**src/rtl/pi_multi_pkg.sv**
```systemverilog
// Shared definitions for the priority-interrupt controller: command opcodes,
// FSM state type, level-width and CONI status field helpers.
package pi_multi_pkg;

  localparam logic [2:0] OP_NOP    = 3'd0;
  localparam logic [2:0] OP_EN_SET = 3'd1;
  localparam logic [2:0] OP_EN_CLR = 3'd2;
  localparam logic [2:0] OP_SW_SET = 3'd3;
  localparam logic [2:0] OP_SW_CLR = 3'd4;
  localparam logic [2:0] OP_ON     = 3'd5;
  localparam logic [2:0] OP_OFF    = 3'd6;
  localparam logic [2:0] OP_CLEAR  = 3'd7;

  typedef enum logic {ST_IDLE = 1'b0, ST_PRESENT = 1'b1} pi_state_t;

  function automatic int pi_lw(input int levels);
    return $clog2(levels + 1);
  endfunction

  // piSTATUS = {piON, levelEN, inProg}
  function automatic int pi_stat_ip_lsb(input int levels);
    return 0 * levels;
  endfunction

  function automatic int pi_stat_en_lsb(input int levels);
    return levels;
  endfunction

  function automatic int pi_stat_on_bit(input int levels);
    return 2 * levels;
  endfunction

endpackage

```
**src/rtl/pi_multi_prienc.sv**
```systemverilog
// Lowest-index priority encoder: returns (index of lowest set bit)+1, or 0
// when the vector is empty, matching the "level n, 0 = none" numbering.
module pi_prienc #(
  parameter int N = 7,
  parameter int W = 3
) (
  input  logic [N-1:0] i_vec,
  output logic [W-1:0] o_idx
);

  always_comb begin
    o_idx = '0;
    for (int i = N - 1; i >= 0; i--) begin
      if (i_vec[i]) o_idx = W'(i + 1);
    end
  end

endmodule

```
**src/rtl/pi_multi.sv**
```systemverilog
// Parametrised priority-interrupt controller: merges hardware and program
// requests, tracks levels in progress and presents one level at a time.
module pi_multi
  import pi_multi_pkg::*;
#(
  parameter  int LEVELS  = 7,
  parameter  int SOURCES = 2,
  localparam int LW      = pi_lw(LEVELS)
) (
  input  logic                        clk,
  input  logic                        rst,
  input  logic                        clken,
  input  logic [SOURCES*LEVELS-1:0]   reqIN,
  input  logic [2:0]                  cmdOP,
  input  logic                        cmdWR,
  input  logic [LEVELS-1:0]           cmdMASK,
  input  logic                        piACK,
  input  logic                        piDISMISS,
  output logic                        piINTR,
  output logic [LW-1:0]               piREQPRI,
  output logic [LW-1:0]               piCURPRI,
  output logic [2*LEVELS:0]           piSTATUS
);

  // Handshake: piINTR/piREQPRI form a valid; piACK is the ready and only
  // counts in a cycle where piINTR=1, applying to the piREQPRI shown then.

  localparam int ST_IP = pi_stat_ip_lsb(LEVELS);
  localparam int ST_EN = pi_stat_en_lsb(LEVELS);
  localparam int ST_ON = pi_stat_on_bit(LEVELS);

  pi_state_t         r_state;
  logic              r_on;
  logic [LEVELS-1:0] r_en;
  logic [LEVELS-1:0] r_sw;
  logic [LEVELS-1:0] r_ip;
  logic              r_intr;
  logic [LW-1:0]     r_reqpri;
  logic [LW-1:0]     r_curpri;

  logic              w_ack;
  logic              w_clear;
  logic [LEVELS-1:0] w_hw;
  logic [LEVELS-1:0] w_ack_bit;
  logic [LEVELS-1:0] w_dis_bit;
  logic              w_on_n;
  logic [LEVELS-1:0] w_en_n;
  logic [LEVELS-1:0] w_sw_n;
  logic [LEVELS-1:0] w_ip_n;
  logic [LEVELS-1:0] w_above;
  logic [LEVELS-1:0] w_elig;
  logic [LW-1:0]     w_cur_n;
  logic [LW-1:0]     w_req_n;

  assign w_ack   = piACK & r_intr;
  assign w_clear = cmdWR & (cmdOP == OP_CLEAR);

  always_comb begin
    w_hw = '0;
    for (int s = 0; s < SOURCES; s++) w_hw = w_hw | reqIN[s*LEVELS +: LEVELS];
  end

  always_comb begin
    w_ack_bit = '0;
    w_dis_bit = '0;
    for (int n = 1; n <= LEVELS; n++) begin
      if (w_ack && r_reqpri == LW'(n))     w_ack_bit[n-1] = 1'b1;
      if (piDISMISS && r_curpri == LW'(n)) w_dis_bit[n-1] = 1'b1;
    end
  end

  // The ack drops a program request only when no enabled hardware request
  // backs that level; a same-cycle command is applied on top of that.
  always_comb begin
    w_on_n = r_on;
    w_en_n = r_en;
    w_sw_n = r_sw & ~(w_ack_bit & ~(w_hw & r_en));
    if (cmdWR) begin
      case (cmdOP)
        OP_EN_SET: w_en_n = w_en_n | cmdMASK;
        OP_EN_CLR: w_en_n = w_en_n & ~cmdMASK;
        OP_SW_SET: w_sw_n = w_sw_n | cmdMASK;
        OP_SW_CLR: w_sw_n = w_sw_n & ~cmdMASK;
        OP_ON:     w_on_n = 1'b1;
        OP_OFF:    w_on_n = 1'b0;
        default:   ;
      endcase
    end
    w_ip_n = (r_ip & ~w_dis_bit) | w_ack_bit;
  end

  pi_prienc #(.N(LEVELS), .W(LW)) u_cur (.i_vec(w_ip_n), .o_idx(w_cur_n));

  always_comb begin
    w_above = '0;
    for (int n = 1; n <= LEVELS; n++)
      w_above[n-1] = (w_cur_n == '0) || (LW'(n) < w_cur_n);
  end

  assign w_elig = {LEVELS{w_on_n}} & ((w_hw & w_en_n) | w_sw_n) & w_above;

  pi_prienc #(.N(LEVELS), .W(LW)) u_elig (.i_vec(w_elig), .o_idx(w_req_n));

  always_ff @(posedge clk or negedge rst) begin
    if (!rst) begin
      r_state  <= ST_IDLE;
      r_on     <= 1'b0;
      r_en     <= '0;
      r_sw     <= '0;
      r_ip     <= '0;
      r_intr   <= 1'b0;
      r_reqpri <= '0;
      r_curpri <= '0;
    end else if (clken) begin
      if (w_clear) begin
        r_state  <= ST_IDLE;
        r_on     <= 1'b0;
        r_en     <= '0;
        r_sw     <= '0;
        r_ip     <= '0;
        r_intr   <= 1'b0;
        r_reqpri <= '0;
        r_curpri <= '0;
      end else begin
        r_on     <= w_on_n;
        r_en     <= w_en_n;
        r_sw     <= w_sw_n;
        r_ip     <= w_ip_n;
        r_curpri <= w_cur_n;
        case (r_state)
          ST_IDLE: begin
            if (w_req_n != '0) begin
              r_state  <= ST_PRESENT;
              r_intr   <= 1'b1;
              r_reqpri <= w_req_n;
            end
          end
          ST_PRESENT: begin
            if (w_ack || w_req_n == '0) begin
              r_state  <= ST_IDLE;
              r_intr   <= 1'b0;
              r_reqpri <= '0;
            end else begin
              r_reqpri <= w_req_n;
            end
          end
          default: r_state <= ST_IDLE;
        endcase
      end
    end
  end

  assign piINTR   = r_intr;
  assign piREQPRI = r_reqpri;
  assign piCURPRI = r_curpri;
  assign piSTATUS[ST_ON]            = r_on;
  assign piSTATUS[ST_EN +: LEVELS]  = r_en;
  assign piSTATUS[ST_IP +: LEVELS]  = r_ip;

endmodule

```
**config.mk**
```make
export PLATFORM = sky130hd
export DESIGN_NAME = pi_multi
export DESIGN_NICKNAME = d
export VERILOG_FILES = /design/src/rtl/pi_multi_pkg.sv /design/src/rtl/pi_multi_prienc.sv /design/src/rtl/pi_multi.sv
export SDC_FILE = /design/constraint.sdc
export NUM_CORES = 1
export LEC_CHECK = 0
export CORE_UTILIZATION = 40
export CTS_CLUSTER_DIAMETER = 60
export CTS_CLUSTER_SIZE = 14
export DETAILED_ROUTE_END_ITERATION = 16
export GPL_TIMING_DRIVEN = 0
export PLACE_DENSITY = 0.69
export SETUP_SLACK_MARGIN = 0.05
export SLEW_MARGIN = 0
export SYNTH_ARGS = -nofsm -noshare
export SYNTH_HDL_FRONTEND = slang
export SYNTH_SLANG_ARGS = --single-unit
```
**constraint.sdc**
```tcl
create_clock -name clk -period 2.25 [get_ports clk]
set_clock_uncertainty 0.2 [all_clocks]
set_input_delay 0.45 -clock clk [delete_from_list [all_inputs] [get_ports clk]]
set_output_delay 0.45 -clock clk [all_outputs]
set_load 0.01 [all_outputs]
```
==> results of run 1 <==
## Yosys cell counts, types with 3 or more instances
master	instances
sky130_fd_sc_hd__dfrtp_1	30
sky130_fd_sc_hd__nand2b_1	8
sky130_fd_sc_hd__buf_4	4
sky130_fd_sc_hd__buf_6	3
sky130_fd_sc_hd__o22ai_1	8
sky130_fd_sc_hd__clkbuf_1	4
sky130_fd_sc_hd__nor3_1	3
sky130_fd_sc_hd__o41ai_1	3
sky130_fd_sc_hd__a32oi_1	4
sky130_fd_sc_hd__o211ai_1	9
sky130_fd_sc_hd__inv_1	15
sky130_fd_sc_hd__or2_2	4
sky130_fd_sc_hd__buf_2	3
sky130_fd_sc_hd__nor4bb_1	5
sky130_fd_sc_hd__nand4b_1	4
sky130_fd_sc_hd__a22o_1	7
sky130_fd_sc_hd__o2bb2ai_1	8
sky130_fd_sc_hd__o21ai_0	15
sky130_fd_sc_hd__o32ai_1	4
sky130_fd_sc_hd__nor2_1	20
sky130_fd_sc_hd__and3_1	3
sky130_fd_sc_hd__a21oi_1	6
sky130_fd_sc_hd__nor2b_1	3
sky130_fd_sc_hd__nor4_1	3
sky130_fd_sc_hd__a22oi_1	4
sky130_fd_sc_hd__o221ai_1	5
sky130_fd_sc_hd__nand2_1	25
## path summary, 6_finish.rpt
kind | startpoint | endpoint | slack (ns) | cells after the start
worst max-delay path | piCURPRI[0] | piREQPRI[0] | -0.43 | 11
worst min-delay path | rst | r_en[5] | -0.006 | 1
worst max register to register | piCURPRI[0] | piREQPRI[0] | -0.43 | 11
worst min register to register | r_sw[0] | r_sw[0] | 0.32 | 1
max in group asynchronous | rst | piINTR | 1.35 | 1
min in group clk | r_sw[0] | r_sw[0] | 0.32 | 1
## per-layer routing
| metal | wire (um) | up-vias | share of wire [%] | track usage, % |
|---|---|---|---|---|
| met5 | 0 | - | 0 | 0 |
| met4 | 208 | 0 | 2.6 | 10.9 |
| met3 | 638 | 18 | 8.0 | 6.71 |
| met2 | 3820 | 115 | 48 | 43.2 |
| met1 | 3340 | 1280 | 42 | 37.2 |
| li1 | - | 1210 | - | - |
## sequential cells by signal (all words and copies together), names as in the netlist
| name | cells |
|---|---|
| r_en | 7 |
| r_ip | 7 |
| r_sw | 7 |
| piCURPRI | 3 |
| piREQPRI | 3 |
| piINTR | 1 |
| r_on | 1 |
| r_state | 1 |
## cells by family (layout without fill, tap and decap cells)
logic type             count (synthesis)  in the layout  synth area share [%]
DFF                                   30             30                  32.8
muxes                                  2              2                  1.09
buffers and inverters                 30            127                  6.73
and+or+nand+nor                       98             98                  25.9
AOI/OAI and AO/OA                     98             98                  33.5
## per-stage QoR
step	total power [mW]	util (%)	hold WS (ns)	setup slack, ns	instances
3_3_place_gp	2.52	53.2	0.291	-1.16	379
4_1_cts	3.52	63.1	0.0281	-0.303	419
3_5_place_dp	2.53	53.1	0.299	-1.18	379
6_report	3.66	64.6	-0.00622	-0.426	427
5_1_grt	3.87	64.6	0.0451	-0.482	427
2_1_floorplan	1.96	-	-0.0456	-0.273	258
## worst max-delay path, delay by kind of cell, from the launching register on
kind	cells	cell delay [ns]
AND/OR/NAND/NOR	4	0.70
AO/OA/AOI/OAI	4	0.85
flip-flops	1	0.37
buffers and inverters	3	0.42
## timing repair
item                                    4_1_cts  5_1_grt
setup buffers                                30        9
endpoints found under the setup margin       17       17
pin swaps                                    19       11
gates resized for setup                      60       10
cloned                                        2        0
hold endpoints to repair                      0        0
## cell type report
cell class	count	share of cell area [%]
Buffer	14	3.23
Clock inverter	1	0.141
Multi-Input combinational cell	198	46.7
Timing Repair Buffer	89	22.0
Clock buffer	7	2.43
Tap cell	72	2.53
Sequential cell	30	21.2
Inverter	16	1.69
## power breakdown
group          leakage [nW]  switching [mW]  total [mW]  internal, mW
logic                 0.977            1.13        2.31          1.17
registers             0.391           0.200       0.889         0.689
clock network        0.0482           0.219       0.466         0.247
==> results.py, run 1 <==
metrics = {
    "status": {
        "outcome": "complete, but fails checks",
        "violations": "hold timing, setup timing",
    },
    "global_route": {
        "grt_overflow": 0,
        "initial_antenna_violation_count": 0,
        "grt_use_total_pct": 27.9,
        "grt_pass1_wl_mm": 12.9,
        "first_global_vias": 2565,
        "grt_max_degree": 31,
    },
    "logic_synthesis": {
        "syn-num-nets": 288,
        "synth_edf_count": 0,
        "synthDistinctLibCells": 65,
        "synth.ff_latch_count": 30,
        "asyncSetResetFlopFracSynth_pct": 100,
        "synthesis.area_per_instance_um2": 8.87,
        "netlist_top_cells_area": "sky130_fd_sc_hd__dfrtp_1, sky130_fd_sc_hd__nand2_1, sky130_fd_sc_hd__nor2_1",
        "seq_area_frac_synth_pct": 32.8,
        "synth_top_flop_cell": "sky130_fd_sc_hd__dfrtp_1",
        "yosysWarningCount": 0,
        "synth_top_area_share_pct": 32.8,
        "synthesis.area_um2": 2290,
        "synth_largest_area_cell": "sky130_fd_sc_hd__dfrtp_1",
        "post_synth_inst_count": 258,
    },
    "critical_path": {
        "timing_worst_setup_path_type": "register to register",
        "cp.arrival_ns": 2.63,
        "cp_cell_sequence": "buf_6 > buf_6 > nand4b_1 > and2_4 > a211oi_4 > buf_4 > nor4_4 > o32ai_2 > and4bb_4 > a31oi_4 > o22ai_1",
        "timing.critical_path.to_type": "register",
        "critical_path.max_fanout": 6,
        "critical_path.startpoint_type": "register",
        "critPathMostFrequentCell": "sky130_fd_sc_hd__buf_6",
        "critical_path_required_ns": 2.20,
        "max_stage_delay_ns": 0.37,
        "crit_path_top_delay_cell": "sky130_fd_sc_hd__dfrtp_1",
    },
    "layout": {
        "drive_above_1_share_pct": 33.5,
        "footprint_of_the_multi_input_gates_um2": 1660,
        "final_area_um2": 3560,
        "most-common-layout-cells": "sky130_fd_sc_hd__clkdlybuf4s50_1, sky130_fd_sc_hd__buf_4, sky130_fd_sc_hd__dfrtp_1",
        "num-fill-cells": 452,
        "antenna_cells_inserted": 0,
        "design.final.nets": 384,
        "most_common_library_cell_in_the_layout_ignoring_fill_and_taps": "sky130_fd_sc_hd__clkdlybuf4s50_1",
        "layout.area.seq_um2": 756,
        "area.growth.synth_to_final_pct": 55.6,
    },
    "clock_tree": {
        "clock_path_buffers": 2,
        "tritoncts_buffer_count": 5,
        "cts_root_buffer": "sky130_fd_sc_hd__clkbuf_8",
        "worst_skew_pair.late_latency_ns": 0.29,
        "clock_transition_at_the_register_clock_pins_on_the_worst_setup_and_hold_paths_after_cts_ns": 0.07,
        "cts_tree": "yes",
        "cts_htree_levels": 2,
        "holdBufCountCts": 0,
        "numClockSinks": 30,
    },
    "sta": {
        "final-max-slew-violation-count": 0,
        "report.final.setup_viol": 5,
        "fin_setup_tns_ns": -1.81,
        "timing.fmax_ghz": 0.374,
        "rsz0062_at_grt": "true",
        "max_slew_margin_pct": 53.1,
        "setup_ws_ns": -0.426,
        "finalHoldViolations": 4,
        "finalCritPeriodShare_pct": 119,
        "timing.final.crit_period_ns": 2.68,
        "worst_hold_slack_ns": -0.00622,
        "tightest_slew_ns": 0.703,
    },
    "route": {
        "drc": 0,
        "detailedRoute.firstPassIterationCount": 4,
        "wl_per_cell_um": 18.7,
        "detailroute.via_count": 2623,
        "final_wirelength_mm": 8.00,
        "detail_route.vias_per_cell": 6.14,
        "detailedRoute.firstIterationViolations": 251,
        "final_antenna_net_count": 0,
    },
    "die": {
        "initial_core_util_pct": 41.5,
        "std_cell_rows": 27,
        "die_w_um": 77.6,
        "die_area_um2": 6020,
        "fp.dieH_um": 77.6,
        "core_footprint_um2": 5510,
        "number_of_top_level_design_ports": 52,
    },
    "power_and_ir_drop": {
        "areal_power_density_over_the_cells_nw_per_um2": 1030,
        "vdd.ir_drop.worst_uv": 566,
        "power.static_leakage_nw": 1.42,
    },
    "placement": {
        "place_area_um2": 2920,
        "detailed_place_hpwl_mm": 5.06,
        "portBuffers": 49,
        "globalplace.congestion": 0.886,
    },
    "run": {
        "max_capacitance_violation_count": 0,
    },
    "hold_path": {
        "worstHoldPathType": "primary input to async pin",
    },
}
Note: power is estimated with default switching activity, not from simulation.
==> inputs of run 2 (changes only) <==
--- a/config.mk
+++ b/config.mk
@@ -12,6 +12,7 @@
 export GPL_TIMING_DRIVEN = 0
 export PLACE_DENSITY = 0.69
 export SETUP_SLACK_MARGIN = 0.05
+export SKIP_LAST_GASP = 1
 export SLEW_MARGIN = 0
 export SYNTH_ARGS = -nofsm -noshare
 export SYNTH_HDL_FRONTEND = slang
==> results.py, run 2 (synthesis gave the netlist of run 1 again) <==
metrics = {
    "power_and_ir_drop": {
        "power.static_leakage_nw": 1.42,
        "pwr-share-clk_pct": 12.7,
        "areal_power_density_over_the_cells_nw_per_um2": 1030,
        "netSwitchingFraction_pct": 42.4,
        "vdd.ir_drop.worst_uv": 564,
        "power_frac_comb_pct": 63.0,
        "seqPwrFrac_pct": 24.3,
        "netSwitchingPower_mw": 1.55,
        "intPower_mw": 2.11,
        "fin_total_pwr_mw": 3.66,
    },
    "sta": {
        "finalHoldViolations": 4,
        "report.final.setup_viol": 5,
        "rsz0062_at_grt": "true",
        "timing.fmax_ghz": 0.375,
        "max_slew_margin_pct": 53.5,
        "worst_hold_slack_ns": -0.00473,
        "final-max-slew-violation-count": 0,
        "setup_ws_ns": -0.415,
        "tightest_slew_ns": 0.698,
        "finalCritPeriodShare_pct": 118,
        "fin_setup_tns_ns": -1.76,
        "timing.final.crit_period_ns": 2.66,
    },
    "critical_path": {
        "worst_reg2reg_startpoint": "piCURPRI[0]",
        "cp_cell_sequence": "buf_6 > buf_6 > nand4b_1 > and2_4 > a211oi_4 > buf_4 > nor4_4 > o32ai_2 > and4bb_4 > a31oi_4 > o22ai_1",
        "r2r_end": "piREQPRI[0]",
        "crit_family": "compound AO/OA/AOI/OAI gates",
        "critical_path.max_fanout": 6,
        "critical_path_required_ns": 2.20,
        "timing.critical_path.to_type": "register",
        "critical_path.startpoint_type": "register",
        "cp.arrival_ns": 2.62,
        "critPathBufInv": 3,
        "critPathMostFrequentCell": "sky130_fd_sc_hd__buf_6",
        "crit_path_top_delay_cell": "sky130_fd_sc_hd__dfrtp_1",
        "timing_worst_setup_path_type": "register to register",
        "max_stage_delay_ns": 0.37,
        "reg2regPathDepth": 11,
        "r2r_slack_ns": -0.41,
        "crit_path_start": "piCURPRI[0]",
    },
    "layout": {
        "layout.area.seq_um2": 756,
        "most_common_library_cell_in_the_layout_ignoring_fill_and_taps": "sky130_fd_sc_hd__clkdlybuf4s50_1",
        "biggestRegsByFlops": "r_en (7), r_ip (7), r_sw (7)",
        "design.final.nets": 384,
        "most-common-layout-cells": "sky130_fd_sc_hd__clkdlybuf4s50_1, sky130_fd_sc_hd__buf_4, sky130_fd_sc_hd__dfrtp_1",
        "footprint_of_the_multi_input_gates_um2": 1660,
        "drive_above_1_share_pct": 33.5,
        "area.growth.synth_to_final_pct": 55.6,
        "num-fill-cells": 452,
        "antenna_cells_inserted": 0,
        "postLayoutCoreUtil_pct": 64.6,
    },
    "placement": {
        "dp_worst_setup_slack_ns": -1.18,
        "portBuffers": 49,
        "globalplace.congestion": 0.886,
        "detailed_place_hpwl_mm": 5.06,
    },
    "hold_path": {
        "worstHoldPathType": "primary input to async pin",
    },
    "clock_tree": {
        "numClockSinks": 30,
        "clock_path_buffers": 2,
        "worst_skew_pair.late_latency_ns": 0.29,
        "cts_root_buffer": "sky130_fd_sc_hd__clkbuf_8",
        "clock_transition_at_the_register_clock_pins_on_the_worst_setup_and_hold_paths_after_cts_ns": 0.07,
        "cts_tree": "yes",
        "tritoncts_buffer_count": 5,
        "cts_htree_levels": 2,
    },
    "die": {
        "std_cell_rows": 27,
        "core_footprint_um2": 5510,
        "fp.dieH_um": 77.6,
        "number_of_top_level_design_ports": 52,
        "initial_core_util_pct": 41.5,
        "die_w_um": 77.6,
        "die_area_um2": 6020,
    },
    "route": {
        "detailedRoute.firstIterationViolations": 296,
        "detail_route.vias_per_cell": 6.23,
        "wl_per_cell_um": 18.7,
        "final_antenna_net_count": 0,
        "detailedRoute.firstPassIterationCount": 5,
        "detailroute.via_count": 2660,
        "final_wirelength_mm": 7.99,
        "drc": 0,
    },
    "run": {
        "max_capacitance_violation_count": 0,
    },
    "global_route": {
        "grt_use_total_pct": 27.9,
        "grt_max_degree": 31,
        "grt_overflow": 0,
        "first_global_vias": 2565,
        "grt_pass1_wl_mm": 12.9,
        "initial_antenna_violation_count": 0,
    },
    "status": {
        "violations": "hold timing, setup timing",
        "outcome": "complete, but fails checks",
    },
}
## run 2: cell counts in the layout (fill, tap and decap cells not counted)
No cell type changed its count.
## run 2: how the worst max path moves through the flow
stage	endpoint	cells past startpoint
after global routing	piREQPRI[0]	11
after detailed placement	piREQPRI[0]	10
after CTS	piINTR	10
after global placement	piREQPRI[0]	10
final	piREQPRI[0]	11
after floorplan	piREQPRI[0]	9
## run 2: layout make-up
cell class / instances / area share, %
Multi-Input combinational cell: 198 / 46.7
Timing Repair Buffer: 89 / 22.0
Sequential cell: 30 / 21.2
Buffer: 14 / 3.23
Tap cell: 72 / 2.53
Clock buffer: 7 / 2.43
Inverter: 16 / 1.69
Clock inverter: 1 / 0.141
## run 2: stage by stage
stage	cell area, um2	std cells	hold slack (ns)
detailed placement	2920	379	0.299
global route	3560	427	0.0451
global placement	2930	379	0.291
finish	3560	427	-0.00473
CTS	3470	419	0.0281
floorplan	2350	258	-0.0456
## run 2: timing repair
action / in CTS / in global routing
pin swaps: 19 / 10
resized for setup: 60 / 10
buffers inserted: 30 / 9
setup endpoints to repair: 17 / 17
hold buffers: 0 / 0
gates cloned: 2 / 0
## run 2: power by group through the flow
stage | Clock, mW | Combinational [mW] | Sequential [mW]
6_report | 0.465 | 2.31 | 0.889
3_5_place_dp | 0 | 1.65 | 0.873
4_1_cts | 0.470 | 2.17 | 0.880
3_3_place_gp | 0 | 1.65 | 0.871
5_1_grt | 0.498 | 2.46 | 0.912
2_1_floorplan | 0 | 1.08 | 0.882
## run 2: routing by layer
metal	vias to the layer above	track usage (%)	wire length, um
li1	1206	-	-
met1	1291	37.2	3360
met2	135	43.2	3770
met3	28	6.71	581
met4	0	10.9	281
met5	-	0	0
